### config.mk
export PLATFORM = sky130hd
export DESIGN_NAME = mem_stage
export DESIGN_NICKNAME = d
export VERILOG_FILES = /design/src/rtl/mem_stage.sv
export SDC_FILE = /design/constraint.sdc
export NUM_CORES = 1
export LEC_CHECK = 0
export BUFFER_PORTS_ARGS = -buffer_cell sky130_fd_sc_hd__buf_2
export CORE_MARGIN = 2
export CORE_UTILIZATION = 46
export DETAILED_ROUTE_END_ITERATION = 10
export PLACE_DENSITY_LB_ADDON = 0.3
export REMOVE_ABC_BUFFERS = 1
export SLEW_MARGIN = 30
export SYNTH_ARGS = -nofsm -noshare
export SYNTH_HDL_FRONTEND = slang
export SYNTH_SLANG_ARGS = --single-unit
### constraint.sdc
create_clock -name clk -period 1.71 [get_ports clk]
set_input_delay 0.171 -clock clk [delete_from_list [all_inputs] [get_ports clk]]
set_output_delay 0.171 -clock clk [all_outputs]
set_load 0.01 [all_outputs]
### src/rtl/mem_stage.sv
// mem_stage: memory-access pipeline stage between execute and write-back.
// Latches the execute payload, waits for the data-SRAM load response, and
// extracts/extends the addressed byte or halfword before handing off.
// Optional feature macro: MS_SUBWORD_LOAD_EN enables byte/halfword
// extraction; without it every load returns the full response word.
module mem_stage (
  input  logic        clk,
  input  logic        reset,
  output logic        ms_allow_in,
  input  logic        es_to_ms_valid,
  input  logic [73:0] es_ms_bus,
  input  logic        ws_allow_in,
  output logic        ms_to_ws_valid,
  output logic [69:0] ms_ws_bus,
  input  logic        data_sram_data_ok,
  input  logic [31:0] data_sram_rdata,
  output logic [37:0] ms_fwd_bus,
  output logic        ms_load_pending
);

  localparam int unsigned XLEN     = 32;
  localparam int unsigned REG_AW   = 5;
  localparam int unsigned LOADOP_W = 3;

  // Layout of the execute-to-memory payload, MSB first.
  typedef struct packed {
    logic [XLEN-1:0]     pc;
    logic                gr_we;
    logic [REG_AW-1:0]   dest;
    logic [XLEN-1:0]     alu_result;
    logic                res_from_mem;
    logic [LOADOP_W-1:0] load_op;
  } es_ms_payload_t;

  localparam logic [LOADOP_W-1:0] LD_B  = 3'b001;
  localparam logic [LOADOP_W-1:0] LD_H  = 3'b010;
  localparam logic [LOADOP_W-1:0] LD_BU = 3'b101;
  localparam logic [LOADOP_W-1:0] LD_HU = 3'b110;

  logic            ms_valid;
  es_ms_payload_t  payload;
  logic            buf_valid;
  logic [XLEN-1:0] rdata_buf;

  logic            ms_ready_go;
  logic            handoff;
  logic            buf_capture;
  logic [XLEN-1:0] load_word;
  logic [XLEN-1:0] load_result;
  logic [XLEN-1:0] final_result;

  // Handshake: loads wait for either a live response or a buffered one.
  always_comb begin
    ms_ready_go     = !payload.res_from_mem || data_sram_data_ok || buf_valid;
    ms_allow_in     = !ms_valid || (ms_ready_go && ws_allow_in);
    ms_to_ws_valid  = ms_valid && ms_ready_go;
    ms_load_pending = ms_valid && payload.res_from_mem && !ms_ready_go;
    handoff         = ms_to_ws_valid && ws_allow_in;
    buf_capture     = ms_valid && payload.res_from_mem && data_sram_data_ok &&
                      !ws_allow_in && !buf_valid;
  end

  // Valid bit and payload; payload only moves when a new instruction enters.
  always_ff @(posedge clk) begin
    if (reset) begin
      ms_valid <= 1'b0;
      payload  <= '0;
    end else begin
      if (ms_allow_in) begin
        ms_valid <= es_to_ms_valid;
      end
      if (es_to_ms_valid && ms_allow_in) begin
        payload <= es_ms_payload_t'(es_ms_bus);
      end
    end
  end

  // Response buffer holds a load word while write-back is stalled.
  always_ff @(posedge clk) begin
    if (reset) begin
      buf_valid <= 1'b0;
      rdata_buf <= '0;
    end else if (handoff) begin
      buf_valid <= 1'b0;
    end else if (buf_capture) begin
      buf_valid <= 1'b1;
      rdata_buf <= data_sram_rdata;
    end
  end

  // Buffered word wins; a late data_ok while buffered is ignored.
  always_comb begin
    load_word = buf_valid ? rdata_buf : data_sram_rdata;
  end

`ifdef MS_SUBWORD_LOAD_EN
  logic [7:0]  sel_byte;
  logic [15:0] sel_half;

  // Byte lane by addr[1:0]; halfword by addr[1] only.
  always_comb begin
    sel_byte = 8'h00;
    case (payload.alu_result[1:0])
      2'b00:   sel_byte = load_word[7:0];
      2'b01:   sel_byte = load_word[15:8];
      2'b10:   sel_byte = load_word[23:16];
      default: sel_byte = load_word[31:24];
    endcase
    sel_half = payload.alu_result[1] ? load_word[31:16] : load_word[15:0];
  end

  // Sign/zero extension per load opcode; unknown codes act as ld.w.
  always_comb begin
    load_result = load_word;
    case (payload.load_op)
      LD_B:    load_result = {{(XLEN-8){sel_byte[7]}}, sel_byte};
      LD_H:    load_result = {{(XLEN-16){sel_half[15]}}, sel_half};
      LD_BU:   load_result = {(XLEN-8)'(0), sel_byte};
      LD_HU:   load_result = {(XLEN-16)'(0), sel_half};
      default: load_result = load_word;
    endcase
  end
`else
  logic unused_subword;

  // Full-word loads only; the opcode and lane constants are not consulted.
  always_comb begin
    load_result    = load_word;
    unused_subword = ^{payload.load_op, LD_B, LD_H, LD_BU, LD_HU};
  end
`endif

  // Result mux and outgoing buses.
  always_comb begin
    final_result = payload.res_from_mem ? load_result : payload.alu_result;
    ms_ws_bus    = {payload.pc, payload.gr_we, payload.dest, final_result};
    ms_fwd_bus   = {payload.gr_we && ms_valid, payload.dest, final_result};
  end

endmodule

==> results of run 1 <==
[state kept, by name, indices dropped and copies added, names as in the netlist]
signal	count
buf_valid	1
ms_valid	1
payload	33
rdata_buf	32
ms_fwd_bus	5
ms_ws_bus	33
[Yosys cell counts]
library cell and count:
inv_1 1, buf_2 5, buf_4 76, clkbuf_1 25, and4bb_4 1, buf_6 11
buf_1 4, dfxtp_1 105, nand3b_1 1, nor2_1 33, a31oi_1 1, or3b_1 1
nand2b_1 206, a311oi_1 1, nor3_2 1, nor2b_1 1, mux2i_1 135, a21oi_1 32
nor3b_1 1, and2_1 2, o21a_1 1, nand2_1 2
[cells by family (layout without fill, tap and decap cells)]
kind of cell	Yosys count	after routing
buf+inv	122	245
mux	135	135
simple gates	249	249
compound gates	35	35
flops	105	105
[placed cells by master (no fill, tap or decap), types with 3 or more instances in the layout]
cell type and instances:
clkinv_2 4, a21oi_1 28, mux2i_1 135, buf_6 4
buf_4 3, nand2b_1 206, clkbuf_16 9, nor2_1 33
buf_12 4, dfxtp_1 103, buf_2 217, a21oi_2 4
[power by group]
part           leakage, uW  internal, uW  switching, uW
logic              0.00207           538            570
registers         0.000860          2570           68.7
clock network     0.000148          1170            920
[through the flow]
step,cell area [um2],TNS (ns),hold WS [ns]
after floorplan,5130,-459.16,0.243
after global placement,6560,0,0.432
after detailed placement,6560,0,0.438
after CTS,6870,0,0.0637
after global routing,6900,-0.0241,0.0730
final,6900,0,0.0759
[metal layers]
layer / up-vias / track usage, % / routed length [um]
li1: 2255 / - / -
met1: 2023 / 21.8 / 5570
met2: 153 / 29.2 / 5480
met3: 11 / 6.54 / 1030
met4: 0 / 5.12 / 133
met5: - / 0 / 0
[critical path, cell delays in order, from the launching register on]
cell,delay (ns)
dfxtp_2,0.40
or3b_1,0.43
and2_1,0.18
buf_2,0.14
[final cells by class]
cell class              count  area [um2]
flip-flops and latches    105        2100
fillers                  1201        5720
repair buffers            228        1230
clock buffers              10         239
multi-input cells         419        3050
well taps                 172         215
inverters                   1        3.75
clock inverters             6        57.6
[path summary, 6_finish.rpt]
path                            cells past startpoint                          to                  startpoint
worst max-delay path                                3              ms_to_ws_valid     payload[3]$_SDFFE_PP0P_
worst min-delay path                                3     payload[3]$_SDFFE_PP0P_                es_ms_bus[3]
worst max register to register                      4  ms_ws_bus[63]$_SDFFE_PP0P_       ms_valid$_SDFFE_PP0P_
worst min register to register                      2  ms_ws_bus[67]$_SDFFE_PP0P_  ms_ws_bus[67]$_SDFFE_PP0P_
[timing repair]
item	4_1_cts	5_1_grt
endpoints found under the setup margin	27	37
gates resized for setup	3	8
hold buffers	0	0
pin swaps	0	0
==> impl_metrics.ini, run 1 <==
[clock_tree]
clk_path_buf_depth = 2
cts.sink_count = 105
post-cts-setup-buffers = 0
clock_latency_ns = 0.34
h-tree-depth = 3
numCtsBuffers = 9
clk_pin_slew_ns = 0.07
root_buffer = clkbuf_16
cts_tree = done

[placed_design]
place_inst = 925
globalplace.congestion = 0.728
io_buffers = 218
pre_cts_slack_ns = 0.154
hpwl_um = 8390

[layout]
utilization_pct = 54.7
layout-area-overhead-vs-synth_pct = 15.9
instances_no_fill = 941
num_antenna_cells = 0
final_layout_size_suffix_gt1_share_pct = 32.9
nNetsFinal = 875

[sta]
fin_ws_ns = 0.0483
setup_viol = 0
period_needed_ns = 1.66
finClkSkew_ns = 0.00611
slew_viol_final = 0
worstMarginPinSlew_ns = 0.557
period_share_pct = 97.2
fmax_mhz = 602
rsz0062_at_grt = yes
hold_viol = 0
slew_headroom_pct = 62.9

[synth]
synth_simple_gate_area_share_pct = 25.0
ys_warn_count = 0
ys_ff_latch = 105
synth_fa_ha_area_share_pct = 0
syn_area_mm2 = 0.00596
synthMuxAreaShare_pct = 22.7
synth_area_leaders = dfxtp_1, mux2i_1, nand2b_1, buf_4, a21oi_1
postSynthCellCount = 646
synth_top_family_by_area = simple AND/OR/NAND/NOR gates
yosysTopAreaCellShare_pct = 35.3
syn_avg_cell_area_um2 = 9.22
yosysUniqueCellTypes = 22
yosysSeqAreaShare_pct = 35.3
synth_compound_area_share_pct = 3.07
yosys.area.top_type = dfxtp_1
synth_xor_area_share_pct = 0

[setup_path]
cp.required_ns = 1.54
cp-start-kind = register
cp.arrival_ns = 1.49
r2r_slack_ns = 0.14
critical_path_class = register to output pin
end_kind = output pin
crit_fanout = 5

[detailed_routing]
drc = 0
drt-total-wl_um = 12200
ant_nets = 0
via_count = 4442
viasPerCell = 4.72
post_drt_wl_per_cell_um = 13.0
drtIter0Drc = 241
drt-pass1-iter-count = 4

[global_routing]
grt_usage_pct = 17.7
grt_max_degree = 209
grt_pass1_wl_um = 20400
grt_overflow_total = 0
grt_pass1_vias = 4335
antenna_found_initial = 0

[pwr]
power_density_mw_per_mm2 = 845
p_leak_uw = 0.00308
finalPower_uw = 5830
vdd_drop_max_uv = 399

[die]
initial_utilization_pct = 47.2
die_area_mm2 = 0.0139
rows = 41
die_w_um = 118
dieHeight_um = 118
core_mm2 = 0.0126
ios = 222

[status]
status = complete, no violations

[hold_path]
hold_path_class = input port to register

[job]
max_cap_violations = 0
Power figures use the tool's default switching activity.
==> run 2: changes to the inputs <==
--- a/config.mk
+++ b/config.mk
@@ -11,6 +11,7 @@
 export DETAILED_ROUTE_END_ITERATION = 10
 export PLACE_DENSITY_LB_ADDON = 0.3
 export REMOVE_ABC_BUFFERS = 1
+export SETUP_SLACK_MARGIN = 0.05
 export SLEW_MARGIN = 30
 export SYNTH_ARGS = -nofsm -noshare
 export SYNTH_HDL_FRONTEND = slang
==> impl_metrics.ini, run 2 (synthesis results as in run 1) <==
[sta]
slew_headroom_pct = 59.4
finClkSkew_ns = 0.00575
period_needed_ns = 1.62
slew_viol_final = 0
setup_viol = 0
period_share_pct = 94.5
fmax_mhz = 619
rsz0062_at_grt = yes
worstMarginPinSlew_ns = 0.609
fin_ws_ns = 0.0940
hold_viol = 0

[detailed_routing]
post_drt_wl_per_cell_um = 13.0
drtIter0Drc = 188
drc = 0
drt-total-wl_um = 12300
viasPerCell = 4.72
via_count = 4439
ant_nets = 0
drt-pass1-iter-count = 4

[global_routing]
grt_pass1_vias = 4335
grt_overflow_total = 0
antenna_found_initial = 0
grt_max_degree = 209
grt_pass1_wl_um = 20400
grt_usage_pct = 17.7

[setup_path]
cp.required_ns = 1.54
worstPathCellList = or3b_4, and2_1, buf_2
cp-start-kind = register
end_kind = output pin
crit_buf_inv = 1
cp.arrival_ns = 1.44
slowest_delay_ns = 0.41
crit_fanout = 5
cpLargestDelayFamily = simple AND/OR/NAND/NOR gates
critical_path_class = register to output pin
cpMaxStageDelayCell = or3b_4

[die]
core_mm2 = 0.0126
rows = 41
die_w_um = 118
dieHeight_um = 118
initial_utilization_pct = 47.2
ios = 222
die_area_mm2 = 0.0139

[layout]
multi_input_area_mm2 = 0.00308
final_common_cell = buf_2
nFillCells = 1198
regArea_mm2 = 0.00211
postLayoutCellArea_mm2 = 0.00696
nNetsFinal = 875
utilization_pct = 55.1
final_cell_mix = buf_2, nand2b_1, mux2i_1
final_layout_size_suffix_gt1_share_pct = 33.6
num_antenna_cells = 0
instances_no_fill = 941
layout-area-overhead-vs-synth_pct = 16.8

[clock_tree]
clk_pin_slew_ns = 0.07
hold_buffers = 0
clk_path_buf_depth = 2
cts.sink_count = 105
root_buffer = clkbuf_16
h-tree-depth = 3
post-cts-setup-buffers = 0
clock_latency_ns = 0.34
cts_tree = done
numCtsBuffers = 9

[pwr]
p_leak_uw = 0.00310
vdd_drop_max_uv = 401
power_density_mw_per_mm2 = 840
finalPower_uw = 5840

[status]
status = complete, no violations

[placed_design]
globalplace.congestion = 0.728
pre_cts_slack_ns = 0.154
io_buffers = 218
hpwl_um = 8390
placed_area_mm2 = 0.00656
place_inst = 925

[hold_path]
hold_path_class = input port to register

[job]
max_cap_violations = 0
==> run 2: cell count changes in the layout (fill, tap and decap cells not counted), sizes merged <==
cell | previous run | this run
buf | 228 | 227
clkbuf | 10 | 11
==> run 2: where the power goes <==
part	switching, uW	internal (uW)
Clock	922	1170
Sequential	69.0	2570
Combinational	573	544
Total	1560	4280
==> run 2: per-stage QoR <==
stage	TNS [ns]	hold WS (ns)
finish	0	0.0720
global route	0	0.0730
CTS	0	0.0637
detailed placement	0	0.438
global placement	0	0.432
floorplan	-459.16	0.243
==> run 2: final cells by class <==
class                           instances  share of cell area (%)
Tap cell                              172                    3.09
Clock inverter                          6                   0.827
Multi-Input combinational cell        419                    44.2
Sequential cell                       105                    30.3
Clock buffer                           10                    3.44
Inverter                                1                  0.0540
Timing Repair Buffer                  228                    18.0
==> run 2: repair_timing <==
action / CTS / global route
gates resized for setup: 3 / 21
pin swaps: 0 / 2
hold endpoints to repair: 0 / 0
endpoints found under the setup margin: 46 / 68
==> run 2: final timing paths <==
kind                                              endpoint                        from  slack (ns)  depth (start not counted)
worst max register to register  ms_ws_bus[63]$_SDFFE_PP0P_       ms_valid$_SDFFE_PP0P_        0.14                          4
worst max-delay path                        ms_to_ws_valid     payload[3]$_SDFFE_PP0P_        0.09                          3
worst min register to register  ms_ws_bus[67]$_SDFFE_PP0P_  ms_ws_bus[67]$_SDFFE_PP0P_        0.47                          2
worst min-delay path               payload[3]$_SDFFE_PP0P_                es_ms_bus[3]        0.07                          3
==> run 2: routing by layer <==
layer | GRT usage [%] | routed length (um)
met5 | 0 | 0
met4 | 5.12 | 133
met3 | 6.54 | 1020
met2 | 29.2 | 5480
met1 | 21.8 | 5640
==> run 2: tightest hold or removal path: stages <==
cell and delay, ns:
buf_2 0.10, nand2b_1 0.06, mux2i_1 0.06
